[config.mk]
export PLATFORM = sky130hd
export DESIGN_NAME = fetch_controller
export DESIGN_NICKNAME = d
export VERILOG_FILES = /design/src/rtl/fetch_controller.sv
export SDC_FILE = /design/constraint.sdc
export NUM_CORES = 1
export LEC_CHECK = 0
export BUFFER_PORTS_ARGS = -buffer_cell sky130_fd_sc_hd__buf_4
export CORE_UTILIZATION = 45
export CTS_BUF_LIST = sky130_fd_sc_hd__clkbuf_2
export DETAILED_ROUTE_END_ITERATION = 8
export PLACE_DENSITY = 0.66
export SETUP_SLACK_MARGIN = 0.05
export SLEW_MARGIN = 15
export SYNTH_ARGS = -nofsm -noshare
export SYNTH_HDL_FRONTEND = slang
export SYNTH_SLANG_ARGS = --single-unit
[constraint.sdc]
create_clock -name i_clk -period 2.92 [get_ports i_clk]
set_clock_uncertainty 0.05 [all_clocks]
set_input_delay 0.292 -clock i_clk [delete_from_list [all_inputs] [get_ports i_clk]]
set_output_delay 0.292 -clock i_clk [all_outputs]
set_load 0.01 [all_outputs]
[src/rtl/fetch_controller.sv]
// fetch_controller: owns the PC, runs the imem req/ack handshake and feeds decode through an output slot backed by a 1-entry skid.
module fetch_controller #(
  parameter logic [31:0] RESET_PC = 32'h0000_0000,
  parameter int          PC_STEP  = 4,
  parameter int          MAX_WAIT = 15
) (
  input  logic        i_clk,
  input  logic        i_rst_n,
  output logic        o_imem_req,
  output logic [31:0] o_imem_addr,
  input  logic        i_imem_ack,
  input  logic [31:0] i_imem_rdata,
  input  logic        i_redirect_valid,
  input  logic [31:0] i_redirect_pc,
  input  logic        i_stall,
  output logic        o_instr_valid,
  output logic [31:0] o_instruction,
  output logic [31:0] o_instr_pc,
  output logic        o_fetch_err
);
  localparam int WW = $clog2(MAX_WAIT + 1);
  typedef enum logic [1:0] {S_IDLE, S_REQ, S_HOLD, S_DRAIN} state_t;
  state_t          r_state;
  logic [31:0]     r_pc, r_addr, r_instr, r_ipc, r_skid_instr, r_skid_pc;
  logic            r_req, r_valid, r_err;
  logic [WW-1:0]   r_wait;
  logic            w_ack, w_consume, w_free;
  logic [31:0]     w_pc_next, w_redir_pc;
  assign w_ack       = r_req & i_imem_ack;
  assign w_consume   = r_valid & ~i_stall;
  assign w_free      = ~r_valid | ~i_stall;
  assign w_pc_next   = r_pc + 32'(PC_STEP);
  assign w_redir_pc  = {i_redirect_pc[31:2], 2'b00};
  assign o_imem_req    = r_req;
  assign o_imem_addr   = r_addr;
  assign o_instr_valid = r_valid;
  assign o_instruction = r_instr;
  assign o_instr_pc    = r_ipc;
  assign o_fetch_err   = r_err;
  always_ff @(posedge i_clk or negedge i_rst_n) begin
    if (!i_rst_n) begin
      r_state      <= S_IDLE;
      r_pc         <= RESET_PC;
      r_addr       <= RESET_PC;
      r_req        <= 1'b0;
      r_valid      <= 1'b0;
      r_instr      <= 32'h0000_0013;
      r_ipc        <= 32'h0;
      r_skid_instr <= 32'h0;
      r_skid_pc    <= 32'h0;
      r_wait       <= '0;
      r_err        <= 1'b0;
    end else begin
      if (w_consume) r_valid <= 1'b0;
      if (w_ack) r_wait <= '0;
      else if (r_req && r_wait != WW'(MAX_WAIT)) r_wait <= r_wait + 1'b1;
      if (r_req && !i_imem_ack && r_wait == WW'(MAX_WAIT - 1)) r_err <= 1'b1;
      if (r_state != S_IDLE && i_redirect_valid) begin
        r_pc    <= w_redir_pc;
        r_valid <= 1'b0;
        r_req   <= 1'b1;
        if (|i_redirect_pc[1:0]) r_err <= 1'b1;
        // an unanswered request must still complete at its old address
        if (r_state != S_HOLD && !i_imem_ack) r_state <= S_DRAIN;
        else begin
          r_state <= S_REQ;
          r_addr  <= w_redir_pc;
        end
      end else begin
        case (r_state)
          S_IDLE: begin
            r_state <= S_REQ;
            r_req   <= 1'b1;
            r_addr  <= r_pc;
          end
          S_REQ: if (w_ack) begin
            r_pc <= w_pc_next;
            if (w_free) begin
              r_instr <= i_imem_rdata;
              r_ipc   <= r_pc;
              r_valid <= 1'b1;
              r_addr  <= w_pc_next;
            end else begin
              r_skid_instr <= i_imem_rdata;
              r_skid_pc    <= r_pc;
              r_state      <= S_HOLD;
              r_req        <= 1'b0;
            end
          end
          S_HOLD: if (w_consume) begin
            r_instr <= r_skid_instr;
            r_ipc   <= r_skid_pc;
            r_valid <= 1'b1;
            r_state <= S_REQ;
            r_req   <= 1'b1;
            r_addr  <= r_pc;
          end
          S_DRAIN: if (w_ack) begin
            r_state <= S_REQ;
            r_addr  <= r_pc;
          end
          default: r_state <= S_IDLE;
        endcase
      end
    end
  end
endmodule
After elaboration in Yosys (flattened, before gate mapping) --
Index checks and enable logic that the tools add are counted.
Operators by class: add/sub/neg operators 2, equality and inequality tests 15, muxes and demuxes 41, bitwise logic cells 7, reduce and logical (&&, ||, !) cells 20
Operators by type and width (count):
- 32-bit 2-to-1 mux | 15
- 32-bit one-hot mux with 2 select lines | 2
- 32-bit one-hot mux with 4 select lines | 1
- 32-bit by 3-bit adder with 32-bit output (second input constant) | 1
- 3-bit != test (second input constant) | 5
- 1-bit 2-to-1 mux | 12
- 2-bit 2-to-1 mux | 6
- 4-bit AND reduction | 3
- 2-bit != test (second input constant) | 5
- 5-bit AND reduction | 2
- 2-bit nonzero test | 5
- 4-bit 2-to-1 mux | 2
- 2-bit one-hot mux with 4 select lines | 1
- 1-bit logical AND | 5
- 4-bit by 1-bit adder with 4-bit output (second input constant) | 1
- 2-bit == test (second input constant) | 2
- 4-bit == test (second input constant) | 1
- 4-bit != test (second input constant) | 1
- 1-bit NOT | 4
- 4-bit nonzero test | 1
- 1-bit one-hot mux with 3 select lines | 1
- 1-bit bitwise AND | 2
- 2-bit by 1-bit == test with 1-bit output (second input constant) | 1
- 2-bit zero test | 1
- other kinds (5) | 5
Storage, ports and cells: register bits after elaboration 201, bits of input ports 69, output and inout port bits 99, logic and storage cells 96

Longest topological paths before layout --
depth in word-level cells 7, depth in mapped cells 9, mapped depth without buffers 7

Worst setup path after synthesis --
No wires, ideal clock.
path type register to register, start point register r_pc[3], end point register r_pc[26], setup time 0.069 ns, data arrival time 2.503 ns, required time 2.801 ns, setup slack 0.298 ns, cell stages (with the launch flop) 9, path buffers 2, clock period less this slack 2.622 ns, path through dfrtp_1 > ha_1 > nand4_1 > or4_4 > buf_6 > or4_1 > buf_2 > or4_1 > nand3_1
Between the ends: cells in the longest elaborated chain, start to end 4
RTL lines:
- from (decl) | line 24 | logic [31:0] r_pc, r_addr, r_instr, r_ipc, r_skid_instr, r_skid_pc;
- from (signal assigned) | line 59 | r_pc <= w_redir_pc;
- from (signal assigned) | line 77 | r_pc <= w_pc_next;
- 32-bit by 3-bit adder with 32-bit output | line 32 | assign w_pc_next = r_pc + 32'(PC_STEP);
- 32-bit 2-to-1 mux | line 76 | S_REQ: if (w_ack) begin
- 32-bit 2-to-1 mux | line 70 | case (r_state)
- 32-bit 2-to-1 mux | line 58 | if (r_state != S_IDLE && i_redirect_valid) begin
No other way between the ends. The select of a mux whose other input is x is not followed. A chain may end at the register's enable or synchronous reset.

Worst setup path after layout --
start point register r_pc[3], end point register r_pc[30]
The elaborated chain is that of the path after synthesis.

==> out/summary.md <==
The run finished with clean final reports. The layout has 1735 filler cells. The sequential cell area is 4860 um^2.

The routed length per placed instance is 17.0 um, and the sequential element share of the synthesized area is 0.515. The signal on the critical path passes through ha_1 > nand4_1 > or4_4 > or4_1 > or3_1 > a31oi_1. The flop and latch count out of synthesis is 194. Based on the critical path, the design can be clocked at up to 373 MHz. The timing endpoint of the critical path is r_pc[30]$_DFFE_PN0P_.

The number of nets still failing antenna checks after routing came out at 0. The tools report the worst reg2reg path startpoint as r_pc[3]$_DFFE_PN0P_. For this block, the routed nets add up to 24100 um of wire.

The peak fanout along the critical path was 8; the placed wire-length estimate was 16100 um. The detailed router finished its first iteration with 462 violations. Setup repair after global routing left no endpoint under its margin.

The cell with the largest stage delay on the worst path is sky130_fd_sc_hd__or4_1. The worst endpoint required time is 3.54 ns, and the endpoint arrival time on the critical path is 3.30 ns. The area enclosed by the die boundary is 21600 um^2.

Clock latency on the worst-skew pair, taken at its later pin, is 0.77 ns. The cell area power density works out to 809 nW/um^2. The worst register-to-register path has a depth of 6. The tools report the CTS H-tree depth as 4. The setup path with the least slack is of type reg -> reg. In this run the number of cells on the critical path is 6.

The proportion of synthesized flip-flops having asynchronous set or reset came out at 1.00. The tools report the total number of vias as 7728. The clock period could shrink to 2.68 ns. The area share of the largest cell type after synthesis works out to 0.507. The run gives 168 as the number of primary I/O pins. Across the run, the number of max-cap violations was 0. For the register-to-register setup slack, the log shows 0.24 ns. The tools report the startpoint type of the worst setup path as a flop.

The share of cells above drive strength 1 was 0.264. After synthesis, the cell types taking the most area are sky130_fd_sc_hd__dfrtp_1 (51%), sky130_fd_sc_hd__mux2_2 (7.0%), sky130_fd_sc_hd__mux2i_1 (6.8%), sky130_fd_sc_hd__o21ai_0 (5.1%), sky130_fd_sc_hd__nand2_1 (4.5%). In the final layout, the multi-input gates occupy 4260 um^2.

The critical path starts at r_pc[3]$_DFFE_PN0P_. In the routed layout, each cell is associated on average with a via count of 5.45. STA classifies the critical path endpoint as a flop.

Cell taking the most area after synthesis: sky130_fd_sc_hd__dfrtp_1. The netlist area before placement was 9440 um^2; the standby leakage power was 5.33 nW. The first global-routing pass estimated 38500 um of wire.

Peak supply drop: 0.385 mV. Entering global routing, the biggest net connects 85 pins. Setup violations remaining at the end of the flow were counted as 0.

The logs give 5 for the number of search-and-repair iterations in the first detailed-routing pass and 0.464 for the worst slew margin relative to its limit. The actual slew at the worst max-slew pin is 0.802 ns, and the placer congestion estimate is 0.846. A synthesized cell averages 10.2 um^2.

The flip-flop cell with the highest count after synthesis was sky130_fd_sc_hd__dfrtp_1. The number of design rule violations left after detail routing is 0. The stage delay of the slowest cell on the critical path works out to 0.67 ns. Counting flops with a built-in enable in the synthesized netlist gives 0.

The floorplan step defined a core boundary enclosing 20400 um^2. The number of different library cells used by synthesis comes to 54. The die is 147 um wide.

The worst slack on hold paths was 0.238 ns. Aggregate negative setup slack: 0 ns. The clock sink total is 194.

In this run the deepest clock path goes through 2 buffers. Total buffers and inverters traversed by the critical path: 0. Buffers inserted during clock tree synthesis total 17.

The count of buffers from port buffering is 165, and the standard-cell row count is 52. TritonCTS built the clock tree. For the effective utilization at floorplan, the log shows 0.463.

Summed over all layers, the global routing overflow is 0. The run gives 1 as the number of antenna violations at the first check in global routing. The overall routing resource usage is 0.227, and the height of the die is 147 um. The tightest min-delay check is of the in -> reg type. The run gives 0 as the count of final max-slew check failures. In this design, the largest share of critical-path delay is due to simple AND/OR/NAND/NOR gates.

The logs give 7419 for the number of global-route vias before repair and 1209 for the net count reported at finish. Clock tree synthesis selected as its root buffer the cell sky130_fd_sc_hd__clkbuf_2. The share of the clock period used by the worst path after layout was 0.919. After clock tree synthesis, the clock-pin slew on the worst setup and hold paths is 0.30 ns. The worst register-to-register path ends at r_pc[30]$_DFFE_PN0P_. For this run, the number of Yosys warnings is 0. The tools report the number of standard cells after synthesis as 928. Compared with the post-synthesis result, the final layout area differs by 27.2%. The total count of hold-check failures in the final report came out at 0.
-- kinds of logic (layout without fill, tap and decap cells) --
logic type	after synthesis	count (layout)	synth area share
AND/OR/NAND/NOR	282	282	0.141
AO/OA/AOI/OAI	195	195	0.123
flip-flops	194	194	0.515
multiplexers	123	123	0.138
buffers and inverters	88	305	0.0377
XOR/XNOR	38	38	0.0353
adder cells (fa/ha/maj)	7	7	0.00928
other	1	3	0.000397
-- power by group --
| part | total (mW) | switching (mW) | internal [mW] | leakage [nW] |
|---|---|---|---|---|
| logic | 3.80 | 1.94 | 1.86 | 2.76 |
| clock network | 1.51 | 1.00 | 0.507 | 0.161 |
| registers | 4.41 | 0.697 | 3.71 | 2.40 |
-- cell usage after synthesis, drive strengths merged (8+ instances only) --
cell    instances
or3             9
a21o            9
mux2i          64
inv             9
nand2         114
xor2           19
dfrtp         191
o21ai          98
o31ai          12
nor2           58
nand4          19
mux2           59
a21oi          35
a31oi           8
xnor2          19
nand3          27
clkbuf         66
buf            13
nor3            9
nor4           17
-- sequential cells by signal (all words and copies together), names as in the netlist --
name / flops
r_skid_instr: 32
o_instruction: 32
r_wait: 4
o_fetch_err: 1
r_pc: 30
o_imem_req: 1
r_skid_pc: 30
o_instr_valid: 1
r_state: 2
o_imem_addr: 31
o_instr_pc: 30
-- layout make-up --
cell class / instances / area share
antenna: 1 / 0.000209
clock inverter: 15 / 0.0164
clock buffer: 17 / 0.00709
sequential: 194 / 0.405
tap: 270 / 0.0282
multi-input combinational: 647 / 0.355
timing repair buffer: 264 / 0.185
inverter: 9 / 0.00282
-- what timing repair did --
action,4_1_cts,5_1_grt
buffers inserted,0,0
hold buffers,69,0
hold endpoints to repair,309,0
gates resized for setup,0,0
-- worst reg2reg max path: cells and delay by family (launching register included) --
kind	cells	cell delay, ns
fa+ha+maj	1	0.29
flops	1	0.52
simple gates	4	1.61
compound gates	1	0.16
-- through the flow --
step | utilization | worst slack (ns) | instance area, um^2 | instances | total power [mW]
6_report | 0.589 | 0.236 | 12000 | 1417 | 9.71
4_1_cts | 0.589 | 0.260 | 12000 | 1416 | 9.78
3_3_place_gp | 0.541 | 0.345 | 11000 | 1315 | 8.10
5_1_grt | 0.589 | 0.0920 | 12000 | 1417 | 10.4
2_1_floorplan | - | 0.298 | 9440 | 929 | 6.41
3_5_place_dp | 0.541 | 0.303 | 11000 | 1315 | 8.20
-- per-layer routing --
metal | wire length, um | track usage
met2 | 11200 | 0.361
met1 | 11400 | 0.317
met5 | 0 | 0
met3 | 1200 | 0.0441
met4 | 346 | 0.0599
-- layout by cell type (no fill, tap or decap), types with 6 or more instances in the layout --
| cell | n |
|---|---|
| sky130_fd_sc_hd__mux2i_1 | 64 |
| sky130_fd_sc_hd__buf_4 | 189 |
| sky130_fd_sc_hd__nor4_1 | 17 |
| sky130_fd_sc_hd__xor2_1 | 19 |
| sky130_fd_sc_hd__o31ai_1 | 12 |
| sky130_fd_sc_hd__mux2_2 | 59 |
| sky130_fd_sc_hd__a31oi_1 | 8 |
| sky130_fd_sc_hd__a21oi_1 | 35 |
| sky130_fd_sc_hd__xnor2_1 | 19 |
| sky130_fd_sc_hd__nor3_1 | 9 |
| sky130_fd_sc_hd__nand3_1 | 26 |
| sky130_fd_sc_hd__or3_1 | 9 |
| sky130_fd_sc_hd__nor2_1 | 58 |
| sky130_fd_sc_hd__nand2_1 | 114 |
| sky130_fd_sc_hd__nand4_1 | 18 |
| sky130_fd_sc_hd__inv_1 | 9 |
| sky130_fd_sc_hd__dfrtp_1 | 191 |
| sky130_fd_sc_hd__o21ai_0 | 97 |
| sky130_fd_sc_hd__a21o_1 | 9 |
| sky130_fd_sc_hd__dlygate4sd3_1 | 69 |
| sky130_fd_sc_hd__clkbuf_2 | 17 |
| sky130_fd_sc_hd__or2_2 | 7 |
| sky130_fd_sc_hd__ha_1 | 6 |
-- how the worst min path moves through the flow --
stage                           from                      endpoint  cells after the start
CTS                 i_imem_rdata[13]  r_skid_instr[13]$_DFFE_PN0P_                      3
global route         i_imem_rdata[9]   r_skid_instr[9]$_DFFE_PN0P_                      3
detailed placement           i_rst_n  r_skid_instr[12]$_DFFE_PN0P_                      1
floorplan                    i_rst_n         o_fetch_err$_DFF_PN0_                      0
finish               i_imem_rdata[9]   r_skid_instr[9]$_DFFE_PN0P_                      3
global placement             i_rst_n  r_skid_instr[12]$_DFFE_PN0P_                      1
No activity file was read; power rests on OpenSTA's default activity.
